`config.mk`:
```
export PLATFORM = sky130hd
export DESIGN_NAME = arbiter_rr_4
export DESIGN_NICKNAME = d
export VERILOG_FILES = /design/src/rtl/arb_pkg.sv /design/src/rtl/rr_pick_4.sv /design/src/rtl/arbiter_rr_4.sv
export SDC_FILE = /design/constraint.sdc
export NUM_CORES = 1
export LEC_CHECK = 0
export BUFFER_PORTS_ARGS = -buffer_cell sky130_fd_sc_hd__buf_2
export CORE_MARGIN = 2
export CORE_UTILIZATION = 57
export DETAILED_ROUTE_END_ITERATION = 6
export PLACE_DENSITY = 0.84
export SYNTH_ARGS = -nofsm -noshare
export SYNTH_HDL_FRONTEND = slang
export SYNTH_SLANG_ARGS = --single-unit
export TNS_END_PERCENT = 5
```
`constraint.sdc`:
```
create_clock -name clk -period 6.05 [get_ports clk]
set_clock_uncertainty 0.1 [all_clocks]
set_input_delay 1.21 -clock clk [delete_from_list [all_inputs] [get_ports clk]]
set_output_delay 1.21 -clock clk [all_outputs]
set_load 0.01 [all_outputs]
```
`src/rtl/arb_pkg.sv`:
```
// Shared definitions for the four-channel round-robin arbiter:
// channel count, index width, FSM state encoding and a one-hot helper.
package arb_pkg;

  localparam int N_CH = 4;
  localparam int ID_W = 2;

  typedef enum logic {
    ST_IDLE  = 1'b0,
    ST_GRANT = 1'b1
  } state_e;

  function automatic logic [N_CH-1:0] id_to_onehot(input logic [ID_W-1:0] id);
    return N_CH'(1) << id;
  endfunction

endpackage

```
`src/rtl/rr_pick_4.sv`:
```
// Combinational rotating-priority selector: the first set request at or after
// ptr (wrapping 3->0) wins.
module rr_pick_4
  import arb_pkg::*;
(
  input  logic [N_CH-1:0] req,
  input  logic [ID_W-1:0] ptr,
  output logic [ID_W-1:0] win_id,
  output logic            win_valid
);

  logic [2*N_CH-1:0] req_dbl;
  logic [N_CH-1:0]   req_rot;
  logic [ID_W-1:0]   off;

  // Doubling the vector turns the rotate-right into a plain shift.
  assign req_dbl = {req, req};
  assign req_rot = N_CH'(req_dbl >> ptr);

  // NOTE: every combinational output gets a default before any conditional
  // assignment, so no path leaves it unassigned and no latch is inferred.
  always_comb begin
    off = '0;
    for (int i = N_CH - 1; i >= 0; i--) begin
      if (req_rot[i]) off = ID_W'(i);
    end
  end

  // Adding ptr back relies on the 2-bit wrap to map the offset to a channel.
  assign win_id    = off + ptr;
  assign win_valid = |req;

endmodule

```
`src/rtl/arbiter_rr_4.sv`:
```
// Four-requester round-robin arbiter: two-state FSM, registered one-hot and
// encoded grant, optional hold timeout that force-releases a stuck owner.
module arbiter_rr_4
  import arb_pkg::*;
#(
  parameter int MAX_HOLD = 16,
  parameter int CNT_W    = 5
) (
  input  logic            clk,
  input  logic            rst_n,
  input  logic [N_CH-1:0] req,
  input  logic            done,
  output logic [N_CH-1:0] gnt,
  output logic [ID_W-1:0] gnt_id,
  output logic            gnt_valid,
  output logic            timeout
);

  localparam logic [CNT_W-1:0] HOLD_LAST = CNT_W'(MAX_HOLD - 1);

  state_e            state_q, state_d;
  logic [N_CH-1:0]   gnt_q, gnt_d;
  logic [ID_W-1:0]   gnt_id_q, gnt_id_d;
  logic              gnt_valid_q, gnt_valid_d;
  logic              timeout_q, timeout_d;
  logic [ID_W-1:0]   ptr_q, ptr_d;
  logic [CNT_W-1:0]  hold_cnt_q, hold_cnt_d;

  logic [ID_W-1:0]   win_id;
  logic              win_valid;
  logic              owner_release;
  logic              hold_expired;

  rr_pick_4 u_pick (
    .req      (req),
    .ptr      (ptr_q),
    .win_id   (win_id),
    .win_valid(win_valid)
  );

  // Only the owner's request bit matters while granted; others cannot pre-empt.
  assign owner_release = done || !req[gnt_id_q];
  assign hold_expired  = (MAX_HOLD != 0) && (hold_cnt_q == HOLD_LAST);

  always_comb begin
    state_d     = state_q;
    gnt_d       = gnt_q;
    gnt_id_d    = gnt_id_q;
    gnt_valid_d = gnt_valid_q;
    timeout_d   = 1'b0;
    ptr_d       = ptr_q;
    hold_cnt_d  = hold_cnt_q;

    case (state_q)
      ST_IDLE: begin
        if (win_valid) begin
          state_d     = ST_GRANT;
          gnt_d       = id_to_onehot(win_id);
          gnt_id_d    = win_id;
          gnt_valid_d = 1'b1;
          hold_cnt_d  = '0;
        end
      end
      ST_GRANT: begin
        if (owner_release || hold_expired) begin
          state_d     = ST_IDLE;
          gnt_d       = '0;
          gnt_valid_d = 1'b0;
          ptr_d       = ID_W'(gnt_id_q + 1'b1);
          // A voluntary release in the same cycle suppresses the timeout flag.
          timeout_d   = !owner_release;
        end else begin
          hold_cnt_d  = hold_cnt_q + 1'b1;
        end
      end
    endcase
  end

  // NOTE: state registers use non-blocking assignments so every flop samples
  // the pre-edge values of the others, independent of statement order.
  always_ff @(posedge clk or negedge rst_n) begin
    if (!rst_n) begin
      state_q     <= ST_IDLE;
      gnt_q       <= '0;
      gnt_id_q    <= '0;
      gnt_valid_q <= 1'b0;
      timeout_q   <= 1'b0;
      ptr_q       <= '0;
      hold_cnt_q  <= '0;
    end else begin
      state_q     <= state_d;
      gnt_q       <= gnt_d;
      gnt_id_q    <= gnt_id_d;
      gnt_valid_q <= gnt_valid_d;
      timeout_q   <= timeout_d;
      ptr_q       <= ptr_d;
      hold_cnt_q  <= hold_cnt_d;
    end
  end

  assign gnt       = gnt_q;
  assign gnt_id    = gnt_id_q;
  assign gnt_valid = gnt_valid_q;
  assign timeout   = timeout_q;

endmodule

```
==> results of run 1 <==
per-layer routing:
metal,share of wire,vias up,routed length (um)
met3,0.053,2,92
li1,-,362,-
met4,0.0081,0,14
met1,0.44,347,758
met2,0.50,17,855
met5,0,-,0
worst min-delay path, delay by kind of cell, from the launching register on:
| family | cells | cell delay [ns] |
|---|---|---|
| simple gates | 2 | 0.10 |
| flops | 1 | 0.36 |
final cells by class:
class,count,area [um^2]
fillers,130,507
multi-input cells,70,437
flip-flops and latches,16,400
repair buffers,14,70.1
clock buffers,3,22.5
well taps,16,20.0
inverters,4,15.0
per-stage QoR:
| stage | cell area [um^2] | power (mW) | worst slack, ns |
|---|---|---|---|
| floorplan | 873 | 0.326 | 3.25 |
| CTS | 965 | 0.435 | 3.29 |
| global placement | 942 | 0.370 | 3.06 |
| global route | 965 | 0.474 | 3.10 |
| detailed placement | 942 | 0.379 | 2.99 |
| finish | 965 | 0.434 | 3.27 |
path summary, 6_finish.rpt:
kind | to | slack, ns | depth (start not counted)
worst max-delay path | gnt[3]$_DFFE_PN0P_ | 3.27 | 10
worst min-delay path | gnt_valid$_DFFE_PN0P_ | 0.39 | 2
max in group asynchronous | timeout$_DFF_PN0_ | 4.87 | 1
min in group asynchronous | gnt[1]$_DFFE_PN0P_ | 0.72 | 1
worst min register to register | gnt_valid$_DFFE_PN0P_ | 0.39 | 2
worst max register to register | gnt[3]$_DFFE_PN0P_ | 3.84 | 9
flip-flops by register name (all words and copies together) (netlist names):
register    flops
gnt             4
gnt_id          2
gnt_valid       1
hold_cnt_q      5
ptr_q           2
state_q         1
timeout         1
cell usage after synthesis (2+ instances only):
| cell type | number | area share |
|---|---|---|
| nor2_1 | 8 | 0.034 |
| a21oi_1 | 4 | 0.023 |
| nand2_1 | 13 | 0.056 |
| ha_1 | 3 | 0.043 |
| and3_1 | 2 | 0.014 |
| dfrtp_1 | 16 | 0.46 |
| nand3_1 | 6 | 0.034 |
| o21ai_1 | 3 | 0.017 |
| o21ai_0 | 6 | 0.034 |
| nor2b_1 | 2 | 0.014 |
| inv_1 | 4 | 0.017 |
| buf_2 | 2 | 0.011 |
| xnor2_1 | 2 | 0.020 |
power breakdown:
| part | switching (mW) | internal (mW) |
|---|---|---|
| Clock | 0.0326 | 0.0232 |
| Combinational | 0.114 | 0.0831 |
| Sequential | 0.0395 | 0.141 |
| Total | 0.186 | 0.248 |
cell families after synthesis:
| logic type | Yosys count |
|---|---|
| flip-flops | 16 |
| XOR/XNOR | 3 |
| AND/OR/NAND/NOR | 41 |
| multiplexers | 2 |
| buffers and inverters | 7 |
| AO/OA/AOI/OAI | 21 |
| adder cells (fa/ha/maj) | 3 |
==> impl_results.md, run 1 <==
* Setup bufs post-CTS at 0
* Max incr delay on CP at 0.36 ns
* Sequential-to-total area share from yosys stat at 0.458
* 1st-iter DRT viols at 12
* Die Y at 43.1 um
* Achievable frequency at 360 MHz
* Maximum fanout along the worst path at 9
* TNS Setup at 0 ns
* Most frequent cells in the layout: dfrtp_1, buf_2, nand2_1, nor2_1
* Fin. Hold Viols at 0
* Die Wd at 43.1 um
* HP Class: register to register
* ANT cells at 0
* Buffers on Ports at 14
* CP startpoint kind: input port
* Period utilization at 0.460
* Post-synthesis adder-cell area fraction at 0.0430
* Crit path max-delay cell type: xnor2_1
* Wire length per cell at 14.0 um
* Post-synth ARST share at 1.00
* Post-synth EDFFs at 0
* Top delay family on crit path: XOR/XNOR gates
* DRC viols at 0
* GRT Overall Usage at 0.228
* Nets at 119
* Share of cells above drive strength 1 at 0.215
* Syn Inst Count at 93
* Mux cell area share after synthesis at 0.0387
* # rows at 14
* Most common cell after layout, fill and taps aside: dfrtp_1
* Avg Inst Size Synth at 9.39 um^2
* TritonCTS Sinks at 16
* Final ANT Viol Nets at 0
* 1st-pass router iterations at 4
* Final std cells w/o fill at 123
* Critical Path RT at 6.11 ns
* Yosys warns at 0
* Global route hottest layer: met2
* GRT met2 Usage at 0.394
* Status: finished, final reports clean
* Worst-margin pin slew at 0.396 ns
* Largest net degree at the start of global routing at 17
* # setup viols final at 0
* Core area at 0.00147 mm^2
* CTS root buffer: clkbuf_4
* Post-synthesis sequential element count at 16
* Initial antenna violation count at 0
* Hpwl dp at 1280 um
* Hold slack at 0.391 ns
* Xor/xnor share of the synthesized area at 0.0301
* Pwr per Cell Area at 450 mW/mm^2
* Hold Buf Count CTS at 0
* Via Count at 728
* Kind of end point of the critical path: register
* Clock Latency Late Sink at 0.29 ns
* Max VDD drop at 0.232 mV
* Initial Utilization at 0.594
* Hold Startpoint: gnt_valid$_DFFE_PN0P_
* Worst-case clock buffer depth at 2
* H-tree levels at 1
* Post-CTS sizing at 0
* CP Cell Sequence: buf_2 -> or2b_1 -> a21oi_1 -> o22ai_1 -> nor2_1 -> a21oi_1 -> ha_1 -> xor2_1 -> xnor2_1 -> o21ai_0
* Worst Setup SP: req[0]
* Netlist cell types at 35
* Slew margin rel. at 0.731
* Max Cap Violations at 0
* Static leakage at 0.472 nW
* Met3 global-route usage at 0.0468
* Post-Syn Area at 873 um^2
* RSZ-0062 raised after global routing: false
* Die Area at 0.00186 mm^2
* Num ports at 15
* CTS tree: yes
* Global-route wire length before repair at 3120 um
* Gpl congestion at 0.863
* Largest family of logic cells by synthesized area: simple AND/OR/NAND/NOR gates
* Worst r2r src: ptr_q[1]$_DFFE_PN0P_
* Mapped Nets at 103
* Congestion Overflow GR at 0
* DP Cell Count at 120
* Top cell by count, worst path: a21oi_1
* Via density at 5.92
* Final core utilization at 0.656
* Critical path class: input port to register
* CP arrival at 2.84 ns
* Worst path buffer plus inverter count at 1
* Final WL at 1720 um
* Period minus WS final at 2.78 ns
* Simple-gate area share of the yosys netlist at 0.239
* Vias in the first global route at 744
* Num CTS Buffers at 3
* Area Overhead vs Synth at 10.5%
* Final max-slew violation count at 0
* Clk slew on worst S/H paths at 0.09 ns
* Global-route met1 utilization at 0.278
* Main synth FF type: dfrtp_1
* Compound-Gate Fraction of Synth Area at 0.149
No activity file was read; power rests on OpenSTA's default activity.
==> run 2: changes to the inputs <==
--- a/config.mk
+++ b/config.mk
@@ -7,9 +7,9 @@
 export LEC_CHECK = 0
 export BUFFER_PORTS_ARGS = -buffer_cell sky130_fd_sc_hd__buf_2
 export CORE_MARGIN = 2
-export CORE_UTILIZATION = 57
+export CORE_UTILIZATION = 53
 export DETAILED_ROUTE_END_ITERATION = 6
-export PLACE_DENSITY = 0.84
+export PLACE_DENSITY = 0.79
 export SYNTH_ARGS = -nofsm -noshare
 export SYNTH_HDL_FRONTEND = slang
 export SYNTH_SLANG_ARGS = --single-unit
==> constraint.sdc (replaced) <==
create_clock -name clk -period 2.8 [get_ports clk]
set_clock_uncertainty 0.1 [all_clocks]
set_input_delay 0.56 -clock clk [delete_from_list [all_inputs] [get_ports clk]]
set_output_delay 0.56 -clock clk [all_outputs]
set_load 0.01 [all_outputs]
==> run 2 against run 1 <==
Compared with the run above: sequential share of layout area is the same; wire length shrank 7.4%; highest routed layer unchanged; critical path type is now register to register; cell count is the same; final area is the same; total power grew 110%; sequential power grew 110%; core utilization shrank 2.3 points.
==> impl_results.md, run 2 (same netlist as run 1, synthesis figures left out) <==
* Num CTS Buffers at 3 (unchanged)
* Congestion Overflow GR at 0 (unchanged)
* Critical Path RT at 2.84 ns (-3.27 ns)
* Global-route wire length before repair at 2840 um (-9.1%)
* Die Area at 0.00199 mm^2 (+6.9%)
* Initial Utilization at 0.573 (-0.0205)
* Largest net degree at the start of global routing at 17 (unchanged)
* Worst r2r src: ptr_q[1]$_DFFE_PN0P_
* Most flops, register: hold_cnt_q
* ANT cells at 0 (unchanged)
* Reg2reg end: gnt[3]$_DFFE_PN0P_
* Final max-slew violation count at 0 (unchanged)
* Wire length per cell at 13.0 um (-7.4%)
* Largest register FFs at 5 (unchanged)
* Setup bufs post-CTS at 0 (unchanged)
* Via density at 5.67 (-4.3%)
* Hold Buf Count CTS at 0 (unchanged)
* Die Wd at 44.6 um (+3.4%)
* Slew margin rel. at 0.746 (+0.0145)
* Final ANT Viol Nets at 0 (unchanged)
* Critical path endpoint: gnt[3]$_DFFE_PN0P_
* Maximum fanout along the worst path at 8 (-1)
* Core area at 0.00152 mm^2 (+3.6%)
* Area Overhead vs Synth at 10.5% (unchanged)
* Share of cells above drive strength 1 at 0.215 (unchanged)
* Most common cell after layout, fill and taps aside: dfrtp_1
* Static leakage at 0.472 nW (unchanged)
* 1st-pass router iterations at 4 (unchanged)
* Vias in the first global route at 668 (-10%)
* HP Class: input port to asynchronous set/reset pin
* Achievable frequency at 462 MHz
* Worst-margin pin slew at 0.378 ns (-0.0183 ns)
* Die Y at 44.6 um (+3.4%)
* Kind of end point of the critical path: register
* 1st-iter DRT viols at 11 (-1)
* DRC viols at 0 (unchanged)
* DP Cell Count at 120 (unchanged)
* CP arrival at 2.21 ns (-0.63 ns)
* Hpwl dp at 1170 um (-9.0%)
* Combined area of the multi-input logic cells at 437 um^2 (unchanged)
* CTS root buffer: clkbuf_4
* Gpl congestion at 0.862 (about the same)
* Status: finished, final reports clean
* Num ports at 15 (unchanged)
* Period minus WS final at 2.17 ns
* Worst reg-to-reg setup slack at 0.63 ns (-3.21 ns)
* Via Count at 697 (-4.3%)
* Clk slew on worst S/H paths at 0.09 ns (about the same)
* Max incr delay on CP at 0.47 ns (+0.11 ns)
* Pwr per Cell Area at 961 mW/mm^2 (+110%)
* Final worst setup slack at 0.634 ns (-2.63 ns)
* Worst Setup SP: ptr_q[1]$_DFFE_PN0P_
* # setup viols final at 0 (unchanged)
* # rows at 14 (unchanged)
* TritonCTS Sinks at 16 (unchanged)
* GRT Overall Usage at 0.195 (-0.0339)
* Final core utilization at 0.633 (-0.0226)
* TNS Setup at 0 ns (unchanged)
* Buffers on Ports at 14 (unchanged)
* Final std cells w/o fill at 123 (unchanged)
* Crit path max-delay cell type: dfrtp_1
* DP Worst Slack at 0.392 ns (-2.60 ns)
* Period utilization at 0.774
* Initial antenna violation count at 0 (unchanged)
* Final WL at 1590 um (-7.4%)
* Critical path class: register to register
* Worst-case clock buffer depth at 2 (unchanged)
* CTS tree: yes
* Max VDD drop at 0.585 mV (+150%)
* Flip-flop and latch area at 400 um^2 (unchanged)
* Max Cap Violations at 0 (unchanged)
* Worst Reg-to-Reg Cells at 9 (unchanged)
* CP Cell Sequence: or2b_1 -> a21oi_1 -> o22ai_1 -> nor2_1 -> a21oi_1 -> ha_1 -> xor2_1 -> xnor2_1 -> o21ai_0
* CP startpoint kind: register
* Most frequent cells in the layout: dfrtp_1, buf_2, nand2_1, nor2_1
* Post-CTS sizing at 0 (unchanged)
* Top cell by count, worst path: a21oi_1
* Clock Latency Late Sink at 0.28 ns (about the same)
* H-tree levels at 1 (unchanged)
* RSZ-0062 raised after global routing: false
* Fin. Hold Viols at 0 (unchanged)
* Fillers at 130 (unchanged)
* Nets at 119 (unchanged)
* PnR Total Power at 0.927 mW (+110%)
==> run 2: cell counts in the layout (fill, tap and decap cells not counted) <==
Identical to the previous run, type by type.
==> run 2: critical path: cells and delay by family, from the launching register on <==
kind                       cells  cell delay, ns
AOI/OAI and AO/OA              4            0.44
xor gates and xnor gates       2            0.49
DFF                            1            0.47
adders and majority gates      1            0.20
and+or+nand+nor                2            0.34
==> run 2: worst min-delay path by stage <==
| stage | slack, ns | startpoint | endpoint | depth (start not counted) |
|---|---|---|---|---|
| CTS | 0.09 | rst_n | gnt_valid$_DFFE_PN0P_ | 1 |
| floorplan | 0.16 | rst_n | gnt[0]$_DFFE_PN0P_ | 0 |
| finish | 0.07 | rst_n | hold_cnt_q[0]$_DFFE_PN0P_ | 1 |
| detailed placement | 0.36 | gnt_valid$_DFFE_PN0P_ | gnt_valid$_DFFE_PN0P_ | 2 |
| global placement | 0.36 | gnt_valid$_DFFE_PN0P_ | gnt_valid$_DFFE_PN0P_ | 2 |
| global route | 0.1 | rst_n | gnt_valid$_DFFE_PN0P_ | 1 |
==> run 2: where the power goes <==
part,switching (mW),internal [mW],leakage [nW]
logic,0.245,0.180,0.251
registers,0.0822,0.305,0.207
clock network,0.0644,0.0498,0.0138
==> run 2: metal layers <==
layer	wire length [um]	GRT usage
met5	0	0
met1	788	0.273
met3	49	0.0245
met2	737	0.307
met4	17	0.0727
==> run 2: final cells by class <==
class | instances | area share
Inverter | 4 | 0.0156
Clock buffer | 3 | 0.0233
Sequential cell | 16 | 0.415
Tap cell | 16 | 0.0208
Multi-Input combinational cell | 70 | 0.453
Timing Repair Buffer | 14 | 0.0726
==> run 2: metrics by stage <==
step	hold slack, ns	area, um^2
6_report	0.0748	965
3_5_place_dp	0.361	942
4_1_cts	0.0891	965
2_1_floorplan	0.164	873
3_3_place_gp	0.362	942
5_1_grt	0.0972	965
==> run 3: changes to the inputs <==
==> constraint.sdc (replaced) <==
create_clock -name clk -period 2 [get_ports clk]
set_clock_uncertainty 0.1 [all_clocks]
set_input_delay 0.4 -clock clk [delete_from_list [all_inputs] [get_ports clk]]
set_output_delay 0.4 -clock clk [all_outputs]
set_load 0.01 [all_outputs]
==> run 3 against run 2 <==
Compared with the run above: the flow now finishes with violations (negative setup slack); maximum frequency grew 6.7%; core utilization grew 7.0 points; final area is 11% higher; die area is the same; critical path type unchanged; critical endpoint is now gnt[0]$_DFFE_PN0P_; highest routed layer unchanged.
==> impl_results.md, run 3 (same netlist as run 1, synthesis figures left out) <==
* Status: complete, but fails checks
* Failing checks: negative setup slack
* Period utilization at 1.02 (+0.242)
* Max Cap Violations at 0 (unchanged)
* Final ANT Viol Nets at 0 (unchanged)
* Worst hold stages at 2
* Area Overhead vs Synth at 22.6%
* 1st-iter DRT viols at 12 (+1)
* Final core utilization at 0.703 (+0.0698)
* Final max-slew violation count at 0 (unchanged)
* CP arrival at 2.10 ns (-0.11 ns)
* Vias in the first global route at 761 (+14%)
* Worst Reg-to-Reg Cells at 8 (-1)
* Die Wd at 44.6 um (unchanged)
* Fin. Hold Viols at 0 (unchanged)
* TNS Setup at -0.0701 ns (-0.0701 ns)
* Hold slack at 0.323 ns (+0.249 ns)
* Die Y at 44.6 um (unchanged)
* 1st-pass router iterations at 4 (unchanged)
* Max VDD drop at 0.868 mV (+48%)
* Fin area at 0.00107 mm^2 (+11%)
* Kind of end point of the critical path: register
* Max incr delay on CP at 0.41 ns (-0.06 ns)
* Clock Latency Late Sink at 0.28 ns (about the same)
* Gpl congestion at 0.834 (-3.3%)
* Wire length per cell at 14.1 um (+8.5%)
* Clk slew on worst S/H paths at 0.09 ns (about the same)
* Most common cell after layout, fill and taps aside: dfrtp_1
* ANT cells at 0 (unchanged)
* Worst-case clock buffer depth at 2 (unchanged)
* DP Area at 0.00100 mm^2 (+6.4%)
* Hpwl dp at 1340 um (+15%)
* PnR Total Power at 1.46 mW (+57%)
* CP startpoint kind: register
* CP Cell Sequence: buf_4 -> nor2_1 -> a21oi_1 -> a21oi_1 -> ha_2 -> xor2_2 -> xnor2_2 -> a32o_1
* H-tree levels at 1 (unchanged)
* GRT Overall Usage at 0.214 (+0.0191)
* Largest register FFs at 5 (unchanged)
* Num CTS Buffers at 3 (unchanged)
* Num ports at 15 (unchanged)
* CTS tree: yes
* Nets at 128 (+7.6%)
* TritonCTS Sinks at 16 (unchanged)
* DP Cell Count at 128 (+6.7%)
* Critical Path RT at 2.07 ns (-0.77 ns)
* Pwr per Cell Area at 1360 mW/mm^2 (+41%)
* Most flops, register: hold_cnt_q
* DRC viols at 0 (unchanged)
* Via density at 6.04 (+6.6%)
* Final WL at 1860 um (+16%)
* Slew margin rel. at 0.715 (-0.0314)
* Hold Startpoint: done
* Final worst setup slack at -0.0306 ns (-0.665 ns)
* Global-route wire length before repair at 3080 um (+8.8%)
* Initial Utilization at 0.573 (unchanged)
* Initial antenna violation count at 0 (unchanged)
* Endpoint, Worst Hold: timeout$_DFF_PN0_
* CTS root buffer: clkbuf_4
* Buffers on Ports at 14 (unchanged)
* Core area at 0.00152 mm^2 (unchanged)
* Congestion Overflow GR at 0 (unchanged)
* Static leakage at 0.516 nW (+9.3%)
* Critical path class: register to register
* Reg2reg end: gnt[0]$_DFFE_PN0P_
* Die Area at 0.00199 mm^2 (unchanged)
* HP Class: input port to register
* Worst-margin pin slew at 0.421 ns (+0.0432 ns)
* # rows at 14 (unchanged)
* Via Count at 797 (+14%)
* DP Worst Slack at -0.147 ns (-0.539 ns)
* Largest net degree at the start of global routing at 17 (unchanged)
* Share of cells above drive strength 1 at 0.336 (+0.121)
* # setup viols final at 3 (+3)
* Period minus WS final at 2.03 ns (-0.135 ns)
* Maximum fanout along the worst path at 6 (-2)
* Final std cells w/o fill at 132 (+7.3%)
* RSZ-0062 raised after global routing: true
* Crit path max-delay cell type: dfrtp_1
* Worst reg-to-reg setup slack at -0.03 ns (-0.66 ns)
* Achievable frequency at 492 MHz (+6.7%)
* Top cell by count, worst path: a21oi_1
* Most frequent cells in the layout: dfrtp_1, buf_2, nand2_1, buf_4, nor2_1
* Worst r2r src: ptr_q[1]$_DFFE_PN0P_
run 3: cell count changes in the layout (fill, tap and decap cells not counted), moves of 2 or more:
cell / delta
buf_4: +8
ha_1: -2
ha_2: +2
o21ai_0: -2
o21ai_1: +2
run 3: worst max-delay path by stage:
stage	start	endpoint	slack, ns	cells after the start
after floorplan	req[0]	gnt[1]$_DFFE_PN0P_	0.01	10
after global placement	req[0]	gnt[1]$_DFFE_PN0P_	-0.10	10
after detailed placement	req[0]	gnt[3]$_DFFE_PN0P_	-0.15	10
after CTS	ptr_q[1]$_DFFE_PN0P_	gnt[2]$_DFFE_PN0P_	0.004	9
after global routing	ptr_q[1]$_DFFE_PN0P_	gnt[1]$_DFFE_PN0P_	-0.11	9
final	ptr_q[1]$_DFFE_PN0P_	gnt[0]$_DFFE_PN0P_	-0.03	8
run 3: what timing repair did:
item / in CTS / in global routing
pin swaps: 0 / 3
gates cloned: 0 / 0
endpoints found under the setup margin: 5 / 12
hold endpoints to repair: 16 / 0
setup buffers: 0 / 0
gates resized for setup: 1 / 9
hold buffers: 1 / 0
run 3: where the power goes:
part / internal, mW / switching, mW
Sequential: 0.428 / 0.109
Clock: 0.0698 / 0.0942
Combinational: 0.335 / 0.419
run 3: cell type report:
type                            count  area, um^2
Timing Repair Buffer               23         140
Clock buffer                        3        22.5
Sequential cell                    16         400
Fill cell                         113         453
Inverter                            4        15.0
Tap cell                           16        20.0
Multi-Input combinational cell     70         473
run 3: critical path, delay by kind of cell, from the launching register on:
family	cells	cell delay, ns
xor+xnor	2	0.36
flops	1	0.41
compound gates	3	0.51
simple gates	1	0.15
buf+inv	1	0.17
fa+ha+maj	1	0.22
run 3: layer usage:
metal,GRT usage,routed length (um),vias up
met3,0.0245,52,6
met1,0.280,842,399
li1,-,-,377
met2,0.348,927,15
met4,0.109,32,0
met5,0,0,-
